[src/rtl/ycbcr422_rx.sv]
// ycbcr422_rx: receive-side sink for an 8-bit YCbCr 4:2:2 byte stream.
// Regroups Y0,Cb,Y1,Cr into pixel pairs, counts bytes per line and lines
// per frame, and publishes per-frame health at each vs rising edge.
// Optional build macro: RX_CHECKSUM_EN adds a 16-bit per-frame byte sum;
// without it checksum is tied to zero.
module ycbcr422_rx #(
  parameter int H_ACTIVE = 1280,
  parameter int V_ACTIVE = 400
) (
  input  logic        clk,
  input  logic        rst_n,
  input  logic        hs,
  input  logic        vs,
  input  logic        de,
  input  logic [7:0]  data,
  output logic        pair_valid,
  output logic [7:0]  pair_y0,
  output logic [7:0]  pair_y1,
  output logic [7:0]  pair_cb,
  output logic [7:0]  pair_cr,
  output logic [9:0]  pair_x,
  output logic [8:0]  line_num,
  output logic        frame_done,
  output logic [11:0] frame_lines,
  output logic        frame_ok,
  output logic        phase_err,
  output logic        len_err,
  output logic [15:0] checksum
);

  localparam logic [11:0] H_EXP = 12'(H_ACTIVE);
  localparam logic [11:0] V_EXP = 12'(V_ACTIVE);

  logic        hs_q, vs_q, de_q, vs_d, de_d;
  logic [7:0]  data_q;
  logic [1:0]  ph;
  logic [11:0] bcnt;
  logic [9:0]  pcnt;
  logic [11:0] lcnt;
  logic [7:0]  y0_h, cb_h, y1_h;
  logic        phase_acc, len_acc, seen_fs;
  logic        eol, fs;
  logic        phase_nxt, len_nxt;
  logic [11:0] lines_nxt;
  logic        unused_hs;

  // hs is only carried through the input register
  assign unused_hs = hs_q;

  assign eol = de_d & ~de_q;
  assign fs  = vs_q & ~vs_d;

  // line_num shows the running line count, clamped to its 9-bit range
  assign line_num = (lcnt > 12'd511) ? 9'd511 : lcnt[8:0];

  // End-of-line accounting merged in front of the frame publish, so a line
  // closing on the frame-start cycle lands in the frame being published
  always_comb begin
    phase_nxt = phase_acc;
    len_nxt   = len_acc;
    lines_nxt = lcnt;
    if (eol) begin
      if (ph != 2'd0)     phase_nxt = 1'b1;
      if (bcnt != H_EXP)  len_nxt   = 1'b1;
      if (lcnt != 12'hFFF) lines_nxt = lcnt + 12'd1;
    end
  end

  // Input register stage plus one-cycle delayed copies for edge detection
  always_ff @(posedge clk) begin
    if (!rst_n) begin
      hs_q <= 1'b0; vs_q <= 1'b0; de_q <= 1'b0; data_q <= 8'h00;
      vs_d <= 1'b0; de_d <= 1'b0;
    end else begin
      hs_q <= hs; vs_q <= vs; de_q <= de; data_q <= data;
      vs_d <= vs_q; de_d <= de_q;
    end
  end

  // Byte phase, byte count and pair assembly within a line
  always_ff @(posedge clk) begin
    if (!rst_n) begin
      ph <= 2'd0; bcnt <= 12'd0; pcnt <= 10'd0;
      y0_h <= 8'h00; cb_h <= 8'h00; y1_h <= 8'h00;
      pair_valid <= 1'b0; pair_x <= 10'd0;
      pair_y0 <= 8'h00; pair_cb <= 8'h00; pair_y1 <= 8'h00; pair_cr <= 8'h00;
    end else begin
      pair_valid <= 1'b0;
      if (de_q) begin
        ph <= ph + 2'd1;
        if (bcnt != 12'hFFF) bcnt <= bcnt + 12'd1;
        case (ph)
          2'd0: y0_h <= data_q;
          2'd1: cb_h <= data_q;
          2'd2: y1_h <= data_q;
          default: begin
            pair_y0    <= y0_h;
            pair_cb    <= cb_h;
            pair_y1    <= y1_h;
            pair_cr    <= data_q;
            pair_x     <= pcnt;
            pair_valid <= 1'b1;
            pcnt       <= pcnt + 10'd1;
          end
        endcase
      end else begin
        ph <= 2'd0;
      end
      if (eol) begin
        bcnt   <= 12'd0;
        pcnt   <= 10'd0;
        pair_x <= 10'd0;
      end
    end
  end

  // Per-frame accumulators and publish on vs rising edge
  always_ff @(posedge clk) begin
    if (!rst_n) begin
      lcnt <= 12'd0; phase_acc <= 1'b0; len_acc <= 1'b0; seen_fs <= 1'b0;
      frame_done <= 1'b0; frame_lines <= 12'd0; frame_ok <= 1'b0;
      phase_err <= 1'b0; len_err <= 1'b0;
    end else begin
      frame_done <= fs;
      if (fs) begin
        frame_lines <= lines_nxt;
        phase_err   <= phase_nxt;
        len_err     <= len_nxt;
        // the first publish after reset covers a partial frame
        frame_ok    <= seen_fs && (lines_nxt == V_EXP) && !phase_nxt && !len_nxt;
        seen_fs     <= 1'b1;
        lcnt        <= 12'd0;
        phase_acc   <= 1'b0;
        len_acc     <= 1'b0;
      end else begin
        lcnt      <= lines_nxt;
        phase_acc <= phase_nxt;
        len_acc   <= len_nxt;
      end
    end
  end

`ifdef RX_CHECKSUM_EN
  logic [15:0] sum_acc, sum_nxt;

  assign sum_nxt = sum_acc + (de_q ? {8'h00, data_q} : 16'h0000);

  // Wrap-around byte sum from one frame start to the next
  always_ff @(posedge clk) begin
    if (!rst_n) begin
      sum_acc  <= 16'h0000;
      checksum <= 16'h0000;
    end else if (fs) begin
      checksum <= sum_nxt;
      sum_acc  <= 16'h0000;
    end else begin
      sum_acc <= sum_nxt;
    end
  end
`else
  assign checksum = 16'h0000;
`endif

endmodule

[config.mk]
export PLATFORM = sky130hd
export DESIGN_NAME = ycbcr422_rx
export DESIGN_NICKNAME = d
export VERILOG_FILES = /design/src/rtl/ycbcr422_rx.sv
export SDC_FILE = /design/constraint.sdc
export NUM_CORES = 1
export LEC_CHECK = 0
export BUFFER_PORTS_ARGS = -buffer_cell sky130_fd_sc_hd__buf_2
export CAP_MARGIN = 5
export CORE_MARGIN = 3
export CORE_UTILIZATION = 47
export DETAILED_ROUTE_END_ITERATION = 12
export PLACE_DENSITY_LB_ADDON = 0.12
export REMOVE_ABC_BUFFERS = 1
export SETUP_SLACK_MARGIN = 0.15
export SLEW_MARGIN = 20
export SYNTH_ARGS = -nofsm -noshare
export SYNTH_HDL_FRONTEND = slang
export SYNTH_SLANG_ARGS = --single-unit
[constraint.sdc]
create_clock -name clk -period 2.2 [get_ports clk]
set_clock_uncertainty 0.15 [all_clocks]
set_input_delay 0.44 -clock clk [delete_from_list [all_inputs] [get_ports clk]]
set_output_delay 0.44 -clock clk [all_outputs]
set_load 0.1 [all_outputs]
==> qor.yml <==
die_area_um2: 12770
place_ws_ns: 0.06249
syn_inst: 618
cts_sinks: 134
core-area_um2: 11030
slew-limit-headroom_pct: 61.57
drive_gt1_share_pct: 23.69
cts_tree: "built"
fin_setup_tns_ns: 0
firstDrtPassIters: 4
die_width_um: 113.0
syn-mean-instance-area_um2: 8.708
grt_max_degree: 66
syn_area_um2: 5381
synth_most_common_cell: "nand2_1"
rsz0062_at_grt: "yes"
hp-class: "in2reg"
design_area_um2: 6744
placed_cell_area_um2: 5932
critical_path.cell_chain: "and4_4, buf_4, nand4_1, mux2i_1, o21ai_2, or4_4, o21ai_2"
synth_largest_area_cell: "dfxtp_1"
synth_simple_gate_area_share_pct: 24.60
cts.htree.levels: 4
path_max_fanout: 4
p_leak_nw: 2.764
clk_latency_ns: 0.41
grt_pass1_vias: 4170
synth_edf_count: 0
die_y_um: 113.0
yosys-top-cells-count: "151 x nand2_1, 134 x dfxtp_1, 56 x a21boi_0, 35 x nor2_1, 32 x nand3_1"
cp_num_buf_inv: 1
path_delay_family: "simple AND/OR/NAND/NOR gates"
cts_buffers: 17
cp-start-kind: "register"
yosys.area.top_type_share_pct: 49.85
final_cell_count_no_fill: 866
period_share_pct: 92.45
portBuffers: 79
post_drt_wl_per_cell_um: 13.39
ios: 97
drc: 0
place.gp.congestion: 0.7951
grtUsageTotal_pct: 18.85
power.density_nw_per_um2: 848.9
postRouteAntennaNets: 0
period_needed_ns: 2.034
synth_xor_area_share_pct: 4.394
grt_remaining_overflow: 0
dp_hpwl_mm: 7.763
reg2reg_slack_ns: 0.17
end_kind: "register"
final_net_count: 734
final_hold_viol_count: 0
synthMuxAreaShare_pct: 0.9533
setup_violations: 0
critical_path.slowest_cell: "or4_4"
setup_ws_ns: 0.1661
yosys_warnings: 0
worstSetupPathType: "reg2reg"
slew_viol_final: 0
vias_per_cell: 4.987
synth_top_family_by_area: "simple AND/OR/NAND/NOR gates"
grt_pass1_wl_mm: 19.43
synth_fa_ha_area_share_pct: 1.860
fp-row-count: 38
placed_cells: 828
drt_iter0_drc: 172
grt_antenna_before_repair: 0
clk_pin_slew_ns: 0.06
synthArstFlopShare_pct: 0
path_common_cell: "o21ai_2"
worst_ep_arrival_time_ns: 2.23
tightest_slew_ns: 0.5765
cts.path.max_buffers: 2
antenna_cells: 0
synth_flop_cell: "dfxtp_1"
wl_mm: 11.60
vias: 4319
max_stage_delay_ns: 0.50
clock-root-buffer: "clkbuf_16"
synth-seq-cells: 134
yosysUniqueCellTypes: 43
peakVddDrop_v: 0.0005338
syn_to_final_growth_pct: 25.32
synth-seq-area-share_pct: 49.85
worstPathRequired_ns: 2.40
maxCapViolCount: 0
status: "complete, no violations"
ys_top_cells_by_area: "dfxtp_1 50%, nand2_1 11%, a21boi_0 7.8%"
initial_core_util_pct: 48.79
synth_compound_area_share_pct: 12.67
fmax_mhz: 491.7
## state kept, by name (all words and copies together), names as in the netlist, 10 cells and up
signal and count:
bcnt 12, frame_lines 12, lcnt 12, pair_x 10, pcnt 10
## layout make-up
type                    count  area, um^2
repair buffers            111       681.9
clock inverters             9       147.6
multi-input cells         441        2536
well taps                 140       175.2
flip-flops and latches    134        2695
fillers                   987        4287
clock buffers              23       478.0
inverters                   8       30.03
## per-layer routing
layer | track usage, % | vias up | wire [um]
met1 | 24.07 | 2002 | 5209
met3 | 4.866 | 17 | 538
li1 | - | 2204 | -
met2 | 30.57 | 96 | 5638
met4 | 7.452 | 0 | 209
met5 | 0 | - | 0
## worst paths after layout
path,start,endpoint,cells after the start
worst min register to register,frame_lines[6]$_SDFFE_PN0P_,frame_lines[6]$_SDFFE_PN0P_,2
worst max-delay path,lcnt[4]$_SDFF_PP0_,frame_ok$_SDFFE_PN0P_,7
worst min-delay path,data[0],data_q[0]$_SDFF_PN0_,2
worst max register to register,lcnt[4]$_SDFF_PP0_,frame_ok$_SDFFE_PN0P_,7
## kinds of logic after synthesis
family	count (synthesis)
and+or+nand+nor	288
buffers and inverters	58
other	1
adders and majority gates	8
xor gates and xnor gates	27
DFF	134
AOI/OAI and AO/OA	97
muxes	5
## where the power goes
| part | internal [mW] | leakage (nW) | switching, mW |
|---|---|---|---|
| clock network | 1.98 | 0.307 | 0.984 |
| logic | 0.0619 | 1.37 | 0.225 |
| registers | 2.45 | 1.09 | 0.0227 |
| total | 4.49 | 2.76 | 1.23 |
## metrics by stage
stage	util, %	power, mW	hold WS [ns]
after floorplan	-	2.734	0.2652
after global placement	53.78	2.802	0.2817
after detailed placement	53.78	2.806	0.2870
after CTS	59.83	5.771	0.06755
after global routing	61.14	5.925	0.07601
final	61.14	5.725	0.08169
## repair_timing
item | 4_1_cts | 5_1_grt
resized for setup | 9 | 43
hold buffers | 0 | 0
setup buffers | 1 | 5
pin swaps | 3 | 10
endpoints found under the setup margin | 12 | 23
## cells in the final DEF, fill, tap and decap left out, types with 3 or more instances in the layout
master     Yosys  routed
dfxtp_2        0       7
mux2i_1        4       4
and3_1         4       4
nand3_1       32      32
clkbuf_1      26       3
nand4_1       13      13
conb_1         1      16
bufinv_16      0       4
buf_6          3       3
a21boi_0      56      56
xor2_1        21      21
buf_4         16      37
xnor2_1        6       6
clkbuf_16      0      17
o21ai_0       16      16
nor2_1        35      35
inv_1          8       7
clkbuf_8       0       3
or3_1          4       4
and2_1        17      16
nand2_1      151     151
a21oi_1       17      15
dfxtp_1      134     126
clkinv_2       0       4
ha_1           8       6
nand2b_1      14      14
buf_2          0      70
Power figures use the tool's default switching activity.
